--- config.mk ---
export PLATFORM = sky130hd
export DESIGN_NAME = interleaver_frame_scheduler
export DESIGN_NICKNAME = d
export VERILOG_FILES = /design/src/rtl/interleaver_frame_scheduler.sv
export SDC_FILE = /design/constraint.sdc
export NUM_CORES = 1
export LEC_CHECK = 0
export ABC_AREA = 1
export CORE_UTILIZATION = 38
export DETAILED_ROUTE_END_ITERATION = 8
export PLACE_DENSITY_LB_ADDON = 0.15
export SLEW_MARGIN = 20
export SYNTH_ARGS = -nofsm -noshare
export SYNTH_HDL_FRONTEND = slang
export SYNTH_SLANG_ARGS = --single-unit
--- constraint.sdc ---
create_clock -name clk -period 1.5 [get_ports clk]
set_input_delay 0.3 -clock clk [delete_from_list [all_inputs] [get_ports clk]]
set_output_delay 0.3 -clock clk [all_outputs]
set_load 0.01 [all_outputs]
--- src/rtl/interleaver_frame_scheduler.sv ---
// Frame-granular round-robin arbiter feeding the pre-interleaver input.
// A grant covers one whole frame of CODEWORD_SIZE_IN_32*NUM_CODEWORDS words; data is passed through unregistered.
module interleaver_frame_scheduler #(
  parameter int unsigned CODEWORD_SIZE_IN_32 = 65,
  parameter int unsigned NUM_CODEWORDS       = 4,
  parameter int unsigned NUM_SRC             = 2,
  localparam int unsigned FRAME_WORDS = CODEWORD_SIZE_IN_32 * NUM_CODEWORDS,
  localparam int unsigned CW          = $clog2(FRAME_WORDS),
  localparam int unsigned GW          = (NUM_SRC > 2) ? $clog2(NUM_SRC) : 1
) (
  input  logic                  clk,
  input  logic                  rst,
  input  logic                  en,
  input  logic [32*NUM_SRC-1:0] s_axis_tdata,
  input  logic [NUM_SRC-1:0]    s_axis_tvalid,
  output logic [NUM_SRC-1:0]    s_axis_tready,
  output logic [31:0]           m_axis_tdata,
  output logic                  m_axis_tvalid,
  input  logic                  m_axis_tready,
  output logic                  m_axis_tlast,
  output logic [GW-1:0]         m_axis_tuser,
  output logic                  busy,
  output logic                  frame_done,
  output logic [15:0]           frame_cnt
);

  typedef enum logic {IDLE, XFER} state_t;

  state_t          state, state_d;
  logic [GW-1:0]   grant, grant_d;
  logic [GW-1:0]   last_grant, last_grant_d;
  logic [CW-1:0]   word_cnt, word_cnt_d;
  logic            frame_done_d;
  logic [15:0]     frame_cnt_d;
  logic [GW-1:0]   pick, idx;
  logic            pick_vld;
  logic            at_last, hs;

  // Round-robin search starting just after the last granted source
  always_comb begin
    pick     = '0;
    pick_vld = 1'b0;
    idx      = '0;
    for (int unsigned i = NUM_SRC; i >= 1; i--) begin
      idx = GW'((32'(last_grant) + i) % NUM_SRC);
      if (s_axis_tvalid[idx]) begin
        pick     = idx;
        pick_vld = 1'b1;
      end
    end
  end

  always_ff @(posedge clk) begin
    if (rst) begin
      state      <= IDLE;
      grant      <= '0;
      last_grant <= GW'(NUM_SRC - 1);
      word_cnt   <= '0;
      frame_done <= 1'b0;
      frame_cnt  <= '0;
    end else begin
      state      <= state_d;
      grant      <= grant_d;
      last_grant <= last_grant_d;
      word_cnt   <= word_cnt_d;
      frame_done <= frame_done_d;
      frame_cnt  <= frame_cnt_d;
    end
  end

  // Pass-through muxing, frame counting and next state
  always_comb begin
    s_axis_tready = '0;
    m_axis_tdata  = '0;
    m_axis_tvalid = 1'b0;
    m_axis_tlast  = 1'b0;
    m_axis_tuser  = '0;
    busy          = 1'b0;
    state_d       = state;
    grant_d       = grant;
    last_grant_d  = last_grant;
    word_cnt_d    = word_cnt;
    frame_done_d  = 1'b0;
    frame_cnt_d   = frame_cnt;
    at_last       = (word_cnt == CW'(FRAME_WORDS - 1));
    hs            = 1'b0;

    if (state == XFER) begin
      for (int unsigned k = 0; k < NUM_SRC; k++) begin
        if (GW'(k) == grant) begin
          m_axis_tdata  = s_axis_tdata[32*k +: 32];
          m_axis_tvalid = s_axis_tvalid[k];
        end
      end
      s_axis_tready[grant] = m_axis_tready;
      m_axis_tuser         = grant;
      busy                 = 1'b1;
      m_axis_tlast         = at_last && m_axis_tvalid;
      hs                   = m_axis_tvalid && m_axis_tready;

      if (hs) begin
        if (at_last) begin
          word_cnt_d   = '0;
          last_grant_d = grant;
          frame_cnt_d  = frame_cnt + 16'd1;
          frame_done_d = 1'b1;
          state_d      = IDLE;
        end else begin
          word_cnt_d = word_cnt + CW'(1);
        end
      end
    end else if (en && pick_vld) begin
      grant_d = pick;
      state_d = XFER;
    end
  end

endmodule

==> results of run 1 <==
layout by cell type (no fill, tap or decap), drive strengths merged:
cell type and instances:
nand2 85, dlygate4sd2 16, dlymetal6s2s 2, or2 2, xnor2 1, ha 2, clkinv 2, xor2 2
nor3 5, o22ai 1, inv 36, buf 87, clkbuf 7, nor2 109, a21oi 18, dfxtp 29
nand4 6, nand3b 1, o21ai 41, clkdlybuf4s50 69, nand3 14
power by group:
group / leakage [nW] / switching, W / internal [W] / total, W
clock: 0.0450 / 0.000297 / 0.000321 / 0.000618
combinational: 1.60 / 0.000289 / 0.000375 / 0.000664
sequential: 0.237 / 0.0000164 / 0.000778 / 0.000794
total: 1.88 / 0.000602 / 0.00147 / 0.00208
stage by stage:
step / util [%] / setup TNS, ns / worst slack (ns) / power, W / area [sq um]
final: 76.8 / -0.680 / -0.0882 / 0.00208 / 3970
after global routing: 76.8 / -4.29 / -0.150 / 0.00218 / 3970
after CTS: 71.8 / -0.303 / -0.123 / 0.00203 / 3720
after detailed placement: 70.7 / -17.48 / -0.505 / 0.00140 / 3660
after global placement: 70.7 / -16.40 / -0.502 / 0.00139 / 3660
after floorplan: - / 0 / 0.0481 / 0.00100 / 2070
routing by layer:
metal	wire length [um]	up-vias	share of wire (%)
met5	0	-	0
met4	274	0	3.3
met3	730	28	8.7
met2	4050	118	48
met1	3300	1362	39
li1	-	1491	-
cell families (layout without fill, tap and decap cells):
| group | Yosys count | in the layout | synth area share [%] |
|---|---|---|---|
| adders and majority gates | 2 | 2 | 1.21 |
| xor gates and xnor gates | 3 | 3 | 1.27 |
| DFF | 29 | 29 | 28.1 |
| AOI/OAI and AO/OA | 60 | 60 | 14.6 |
| buffers and inverters | 50 | 219 | 10.2 |
| and+or+nand+nor | 221 | 222 | 44.7 |
worst reg2reg max path, stage by stage, from the launching register on:
cell and delay (ns):
dfxtp_4 0.40, buf_6 0.15, nand2_4 0.08, buf_6 0.10, nand3b_4 0.18, nor2_8 0.26
nand2_4 0.09, o22ai_2 0.16, inv_2 0.04
cell type report:
class	count	area, sq um
Fill cell	401	1200
Clock buffer	6	72.6
Inverter	36	145
Sequential cell	29	593
Clock inverter	2	10.0
Tap cell	70	87.6
Multi-Input combinational cell	287	1520
Timing Repair Buffer	175	1540
registers in the layout (all words and copies together), names as in the netlist:
| name | cells |
|---|---|
| frame_cnt | 16 |
| word_cnt | 9 |
| frame_done | 1 |
| grant | 1 |
| last_grant | 1 |
| state | 1 |
timing repair:
action	in CTS	in global routing
gates resized for setup	221	68
pin swaps	9	22
gates cloned	4	1
buffers inserted	3	4
endpoints found under the setup margin	73	63
path summary, 6_finish.rpt:
path | endpoint | slack [ns] | startpoint | depth (start not counted)
setup / recovery | m_axis_tlast | -0.09 | word_cnt[0] | 6
hold / removal | word_cnt[4] | 0.47 | word_cnt[4] | 2
setup reg to reg | last_grant | -0.05 | grant | 8
hold reg to reg | word_cnt[4] | 0.47 | word_cnt[4] | 2
==> results.yml, run 1 <==
run_status:
  status: "complete, but fails checks"
  violations: "negative setup slack"
power:
  ir_drop_mv: 0.540
  power_density_nw_per_um2: 523
  p_leak_nw: 1.88
cells_and_area:
  num_antenna_cells: 0
  fin_cells: 605
  drive_gt1_share_pct: 32.0
  design.final.nets: 606
  area_growth_pct: 91.8
setup_path:
  end_kind: "primary output"
  max_stage_delay_ns: 0.36
  crit_chain: "ha_4 > nand2_2 > nor2_1 > nand2_1 > nor3_1 > buf_2"
  cpMaxStageDelayCell: "dfxtp_2"
  worstPathMaxFanout: 2
  cp.required_ns: 1.20
  path_delay_family: "flip-flops"
  start_kind: "register"
  critPathArrivalTime_ns: 1.29
  critPathBufInv: 1
  path_class: "reg2out"
clocking:
  cts_made_buffers: 5
  insertion_delay_ns: 0.28
  cts_buffer_depth: 2
  cts_sinks: 29
  path_clk_slew_ns: 0.06
  cts_root_buf: "clkbuf_8"
  htreeDepth: 2
  ctsHoldBuffers: 0
  cts_tree: "built"
sta:
  maxSlewHeadroom_pct: 74.6
  whs_ns: 0.475
  period_needed_ns: 1.59
  rsz0062_at_grt: "true"
  finalHoldViolCount: 0
  tightest_slew_ns: 0.379
  clock_skew_ns: 0.00474
  setup_viol: 32
  fmax_ghz: 0.630
  drv_slew: 0
  worst_slack_ns: -0.0882
  period_share_pct: 106
route:
  viasPerCell: 4.96
  via_count: 2999
  ant_nets: 0
  firstDrtPassIters: 4
  wirelength_um: 8350
  route.detailed.drc: 0
  initialDrtViolationCount: 64
  routedWlPerCell_um: 13.8
synth:
  synth_cell_types: 27
  yosysTopAreaCellShare_pct: 28.1
  synthTopCellsByCount: "nor2_1, nand2_1, o21ai_0"
  yosysWarnings: 0
  async_reset_ff_share_pct: 0
  syn-instance-count: 365
  syn_area_sq_um: 2070
  yosysTopAreaCell: "dfxtp_1"
  ys_seq_area_share_pct: 28.1
  synth-seq-cells: 29
  synth-edff-count: 0
  synthFlopType: "dfxtp_1"
  yosysMostFrequentCell: "nor2_1"
  mappedNetlistNets: 437
  syn_avg_cell_area_sq_um: 5.67
  yosys-top-cells-area: "dfxtp_1, nor2_1, nand2_1"
grt:
  grt_overflow: 0
  first_global_vias: 2520
  grt_use_met3_pct: 6.35
  gr-usage-met2_pct: 47.4
  busiest_layer: "met2"
  grt_max_degree: 28
  grt_pass1_wl_um: 11400
  grt_use_total_pct: 26.0
  antenna_found_initial: 0
  met1_usage_pct: 29.1
floorplan:
  core_area_sq_um: 5170
  die_w_um: 75.8
  die_h_um: 75.8
  dieArea_sq_um: 5740
  initial_utilization_pct: 40.0
  std_cell_rows: 26
  pin_count: 125
min_path:
  hold_path_class: "reg2reg"
placed_design:
  dpl.hpwl_um: 5770
  io_buffers: 124
  finalWeightedCongestion: 0.861
  dpl.cell_count: 586
run:
  maxCapViolCount: 0
(Power assumes the default switching activity.)
==> run 2, diff against run 1 <==
ABC_CLOCK_PERIOD_IN_PS = 1500   (was not set)
==> results of run 2 <==
No change in the layout: final DEF, timing and power equal those of run 1.
==> run 3, diff against run 2 <==
HOLD_SLACK_MARGIN = 0.02   (was not set)
==> results of run 3 <==
No change in the layout: final DEF, timing and power equal those of run 1.
==> RTL edit 1 (settings of run 1) <==
Set the parameter `NUM_CODEWORDS` to 8 (it was 4).
--- a/src/rtl/interleaver_frame_scheduler.sv
+++ b/src/rtl/interleaver_frame_scheduler.sv
@@ -2,7 +2,7 @@
 // A grant covers one whole frame of CODEWORD_SIZE_IN_32*NUM_CODEWORDS words; data is passed through unregistered.
 module interleaver_frame_scheduler #(
   parameter int unsigned CODEWORD_SIZE_IN_32 = 65,
-  parameter int unsigned NUM_CODEWORDS       = 4,
+  parameter int unsigned NUM_CODEWORDS       = 8,
   parameter int unsigned NUM_SRC             = 2,
   localparam int unsigned FRAME_WORDS = CODEWORD_SIZE_IN_32 * NUM_CODEWORDS,
   localparam int unsigned CW          = $clog2(FRAME_WORDS),
Check against the original RTL: no difference found for any inputs over 10 cycles, from zero or initial values and one cycle with rst high; that may be too few to reach the edited logic, so the function may still have changed.
==> RTL edit 1 against run 1 <==
The run still ends with setup timing left; sequential share of layout area decreased by 0.092 points; die area increased by 1.2%; synthesized cell count decreased by 2.7%; sequential cell count increased by 1; area after synthesis increased by 1.2%; cell count decreased by 0.17%; design area increased by 4.4%; power increased by 7.5%; setup slack got worse by 0.097 ns; wire length increased by 9.0%; clock skew increased by 0.0026 ns; clock power increased by 12%; critical path type is now flop to flop.
==> RTL edit 1: results (changes against run 1) <==
| Metric | Value |
|---|---|
| Status | `complete, but fails checks` |
| Failing checks | `setup timing` |
| Total Routing Usage GR | `29.2% (+3.2 points)` |
| Vias in the first global route | `2853 (+13%)` |
| Net Sw Power | `0.652 mW (+8.2%)` |
| Netlist cell types | `26 (-3.7%)` |
| Gpl congestion | `0.859 (-0.14%)` |
| HP Start | `last_grant` |
| Synth Area in Compound Gates | `14.8% (+0.18 points)` |
| Routed len/inst | `15.1 µm (+9.2%)` |
| Synth Area in Adders | `1.19% (-0.014 points)` |
| Initial DRC Count | `163 (+150%)` |
| Area contributors post-synth | `dfxtp_1 (29%), nor2_1 (18%), nand2_1 (13%)` |
| Max FO, Critical Path | `7 (+5)` |
| First-pass GRT wire length | `13600 µm (+19%)` |
| Setup WS pre-CTS | `-0.473 ns (+0.0314 ns)` |
| Final net count | `605 (-0.17%)` |
| Post-DP HPWL | `6020 µm (+4.4%)` |
| # setup viols final | `58 (+81%)` |
| VDD IR max | `0.548 mV (+1.4%)` |
| Synth Area in XOR/XNOR | `2.93% (+1.7 points)` |
| Avg Cell Area, Syn | `5.90 µm² (+4.1%)` |
| Regs by FF count | `frame_cnt x16, word_cnt x10` |
| Dpl cells | `579 (-1.2%)` |
| Worst-Margin Slew | `0.239 ns (-0.140 ns)` |
| Post-synthesis sequential area ratio | `28.7% (+0.62 points)` |
| Setup ws final | `-0.185 ns (-0.0972 ns)` |
| Proportion of layout cells with a drive suffix above 1 | `33.7% (+1.7 points)` |
| Synth top cells by count | `nor2_1 (103), nand2_1 (70), o21ai_0 (40)` |
| Pin count of the biggest net entering global routing | `17 (-39%)` |
| Net Count, Synth | `427 (-2.3%)` |
RTL edit 1: cell count changes in the layout (fill, tap and decap cells not counted), moves of 5 or more:
cell,change
o21ai_0,+9
nand2_1,-8
nand3_2,-8
nand3_1,+9
nor2_1,-10
nor2_4,+8
buf_6,+8
o21ai_1,-12
a21oi_2,-5
xor2_1,+5
RTL edit 1: power by group through the flow:
stage | clock [mW] | combinational (mW) | sequential (mW)
floorplan | 0 | 0.199 | 0.826
global placement | 0 | 0.591 | 0.830
detailed placement | 0 | 0.600 | 0.830
CTS | 0.694 | 0.592 | 0.815
global route | 0.733 | 0.768 | 0.821
finish | 0.692 | 0.720 | 0.820
RTL edit 1: layout make-up:
type | instances | area (µm²)
Clock buffer | 7 | 86.3
Clock inverter | 1 | 5.00
Fill cell | 365 | 1060
Inverter | 31 | 129
Multi-Input combinational cell | 280 | 1560
Sequential cell | 30 | 616
Tap cell | 70 | 87.6
Timing Repair Buffer | 185 | 1660
RTL edit 1: final timing paths:
path / slack [ns] / cells past startpoint / end
min reg2reg: 0.51 / 2 / last_grant
min: 0.51 / 2 / last_grant
max reg2reg: -0.19 / 11 / frame_cnt[11]
max: -0.19 / 11 / frame_cnt[11]
RTL edit 1: what timing repair did:
item,CTS,global route
endpoints found under the setup margin,74,63
pin swaps,16,20
gates cloned,0,4
buffers inserted,10,6
resized for setup,228,67
RTL edit 1: cells by family (layout without fill, tap and decap cells):
group | after synthesis | count (layout)
simple gates | 213 | 213
buf+inv | 45 | 224
flops | 30 | 30
fa+ha+maj | 2 | 2
compound gates | 58 | 58
xor+xnor | 7 | 7
RTL edit 1: metrics by stage:
stage	util [%]	area [µm²]	TNS, ns
6_report	79.7	4150	-3.96
5_1_grt	79.7	4150	-8.06
4_1_cts	74.2	3860	-1.67
3_5_place_dp	71.1	3700	-18.94
3_3_place_gp	71.1	3700	-17.54
2_1_floorplan	-	2090	0
RTL edit 1: worst max-delay path, cell delays in order (launching register included):
cell	delay, ns
dfxtp_4	0.41
inv_8	0.12
nand2_4	0.05
buf_6	0.11
a21oi_4	0.22
buf_6	0.16
nand2_8	0.07
buf_6	0.12
nor2_1	0.12
nand2_1	0.07
nand2_1	0.06
nor2_1	0.05
RTL edit 1: metal layers:
metal  vias up  part of all wire [%]  track usage, %
li1       1482                     -               -
met2       105                    52            52.2
met4         0                   3.2            11.7
met5         -                     0               0
met3        26                   5.5            7.90
met1      1398                    39            32.5
==> RTL edit 2 (config.mk and constraints of run 1) <==
Without the edit above. Register the output `frame_cnt` once more; this adds one clock of latency there. The other outputs are not delayed to match.
--- a/src/rtl/interleaver_frame_scheduler.sv
+++ b/src/rtl/interleaver_frame_scheduler.sv
@@ -25,6 +25,8 @@
 );
 
   typedef enum logic {IDLE, XFER} state_t;
+
+  logic [15:0] frame_cnt_s0;
 
   state_t          state, state_d;
   logic [GW-1:0]   grant, grant_d;
@@ -57,14 +59,14 @@
       last_grant <= GW'(NUM_SRC - 1);
       word_cnt   <= '0;
       frame_done <= 1'b0;
-      frame_cnt  <= '0;
+      frame_cnt_s0 <= '0;
     end else begin
       state      <= state_d;
       grant      <= grant_d;
       last_grant <= last_grant_d;
       word_cnt   <= word_cnt_d;
       frame_done <= frame_done_d;
-      frame_cnt  <= frame_cnt_d;
+      frame_cnt_s0 <= frame_cnt_d;
     end
   end
 
@@ -81,7 +83,7 @@
     last_grant_d  = last_grant;
     word_cnt_d    = word_cnt;
     frame_done_d  = 1'b0;
-    frame_cnt_d   = frame_cnt;
+    frame_cnt_d   = frame_cnt_s0;
     at_last       = (word_cnt == CW'(FRAME_WORDS - 1));
     hs            = 1'b0;
 
@@ -102,7 +104,7 @@
         if (at_last) begin
           word_cnt_d   = '0;
           last_grant_d = grant;
-          frame_cnt_d  = frame_cnt + 16'd1;
+          frame_cnt_d  = frame_cnt_s0 + 16'd1;
           frame_done_d = 1'b1;
           state_d      = IDLE;
         end else begin
@@ -115,5 +117,9 @@
     end
   end
 
+  always_ff @(posedge clk) begin
+    frame_cnt <= frame_cnt_s0;
+  end
+
 endmodule
 
Function: same outputs for any inputs over 10 cycles, from zero or initial values and one cycle with rst high; that may be too few to reach the edited logic, so the function may still have changed.
==> RTL edit 2 against run 1 <==
The flow still finishes with violations (setup timing); sequential cell count is 16 higher; area after synthesis increased by 20%; design area grew 11%; largest cell class is now multi-input gates; critical path depth is the same; power grew 32%; setup slack got worse by 0.028 ns; critical endpoint unchanged; cell count rose by 4.8%; register-to-register slack got worse by 0.02 ns; first-iteration DRC count is 80% higher; wire length fell by 2.7%; critical path type unchanged; via count down 0.57%; global-route usage shrank 2.4 points.
==> RTL edit 2: results (changes against run 1) <==
| Metric | Value |
|---|---|
| Leakage | `2.07 nW (+9.8%)` |
| Final net count | `628 (+3.6%)` |
| Hold Slack | `0.373 ns (-0.101 ns)` |
| Routing usage on met1 | `25.0% (-4.1 points)` |
| Post-cts gate resize count | `205 (-7.2%)` |
| Post-CTS Setup Inserts | `6 (+3)` |
| R2R cell count | `11 (+3)` |
| Total Routing Usage GR | `23.6% (-2.4 points)` |
| #MultiIn Comb | `284 (-1.0%)` |
| Proportion of layout cells with a drive suffix above 1 | `30.5% (-1.4 points)` |
| WP data arrival | `1.32 ns (+0.03 ns)` |
| Clock-cell share | `2.53% (+0.45 points)` |
| Met2 usage | `43.7% (-3.7 points)` |
| Synth Area in Compound Gates | `10.9% (-3.7 points)` |
| Worst Hold Path Cells | `0 (-2)` |
| Netlist cell types | `29 (+7.4%)` |
| Status | `complete, but fails checks` |
| Gpl congestion | `0.858 (-0.30%)` |
| First-pass GRT wire length | `12500 µm (+9.3%)` |
| Buffering overhead | `35.0% (-3.8 points)` |
| DRT Wirelength | `8130 µm (-2.7%)` |
| Clock Pin Slew Worst Setup and Hold Paths | `0.08 ns (+0.02 ns)` |
| Metal2 WL | `4070 µm (+0.42%)` |
| Post-synthesis sequential area ratio | `36.4% (+8.3 points)` |
| Clock Skew | `0.00608 ns (+0.00134 ns)` |
| Internal power | `2.07 mW (+40%)` |
| Setup tns final | `-0.569 ns (+0.111 ns)` |
| Failing checks | `setup timing` |
| Non-clock buffer count in the final layout | `173 (-1.1%)` |
| Crit share post-route | `108% (+1.9 points)` |
| # setup viols final | `23 (-28%)` |
| Fill cells | `524 (+31%)` |
| Via density | `4.70 (-5.1%)` |
| Post-DP HPWL | `5910 µm (+2.5%)` |
| Synth Area in XOR/XNOR | `0.354% (-0.92 points)` |
| Fraction of area in multi-input gates | `35.3% (-3.0 points)` |
| Setup ws final | `-0.116 ns (-0.0278 ns)` |
| Met3 Usage GRT | `5.82% (-0.53 points)` |
| Rel. slew slack | `74.4% (-0.20 points)` |
RTL edit 2: cell types whose count changed in the layout (fill, tap and decap cells not counted), sizes merged, moves of 2 or more:
cell | run 1 | this run
dfxtp | 29 | 45
nor2 | 109 | 125
dlygate4sd2 | 16 | 1
clkdlybuf4s50 | 69 | 83
inv | 36 | 47
a21oi | 18 | 8
nand2 | 85 | 77
buf | 87 | 85
nand3 | 14 | 12
o21ai | 41 | 43
RTL edit 2: critical path: stages (launching register included):
cell and delay (ns):
dfxtp_2 0.36, ha_4 0.15, nand2_2 0.06, nor2_1 0.08, nand2_1 0.10, nor3_2 0.11, buf_2 0.15
RTL edit 2: through the flow:
stage	cell area, µm²	total power [mW]	utilization [%]	worst slack [ns]	instances
6_report	4410	2.75	69.8	-0.116	634
2_1_floorplan	2470	1.45	-	0.102	389
3_5_place_dp	4110	1.86	65.1	-0.518	618
5_1_grt	4410	2.87	69.8	-0.173	634
4_1_cts	4200	2.75	66.5	-0.158	632
3_3_place_gp	4110	1.86	65.1	-0.511	618
RTL edit 2: power groups by stage:
| stage | Sequential [mW] | Combinational, mW | Clock [mW] |
|---|---|---|---|
| floorplan | 1.23 | 0.217 | 0 |
| global placement | 1.24 | 0.617 | 0 |
| detailed placement | 1.24 | 0.623 | 0 |
| CTS | 1.21 | 0.619 | 0.921 |
| global route | 1.22 | 0.694 | 0.962 |
| finish | 1.21 | 0.638 | 0.894 |
RTL edit 2: worst paths after layout:
check                   from      endpoint
max              word_cnt[1]  m_axis_tlast
min          frame_cnt_s0[6]  frame_cnt[6]
max reg2reg            grant    last_grant
min reg2reg  frame_cnt_s0[6]  frame_cnt[6]
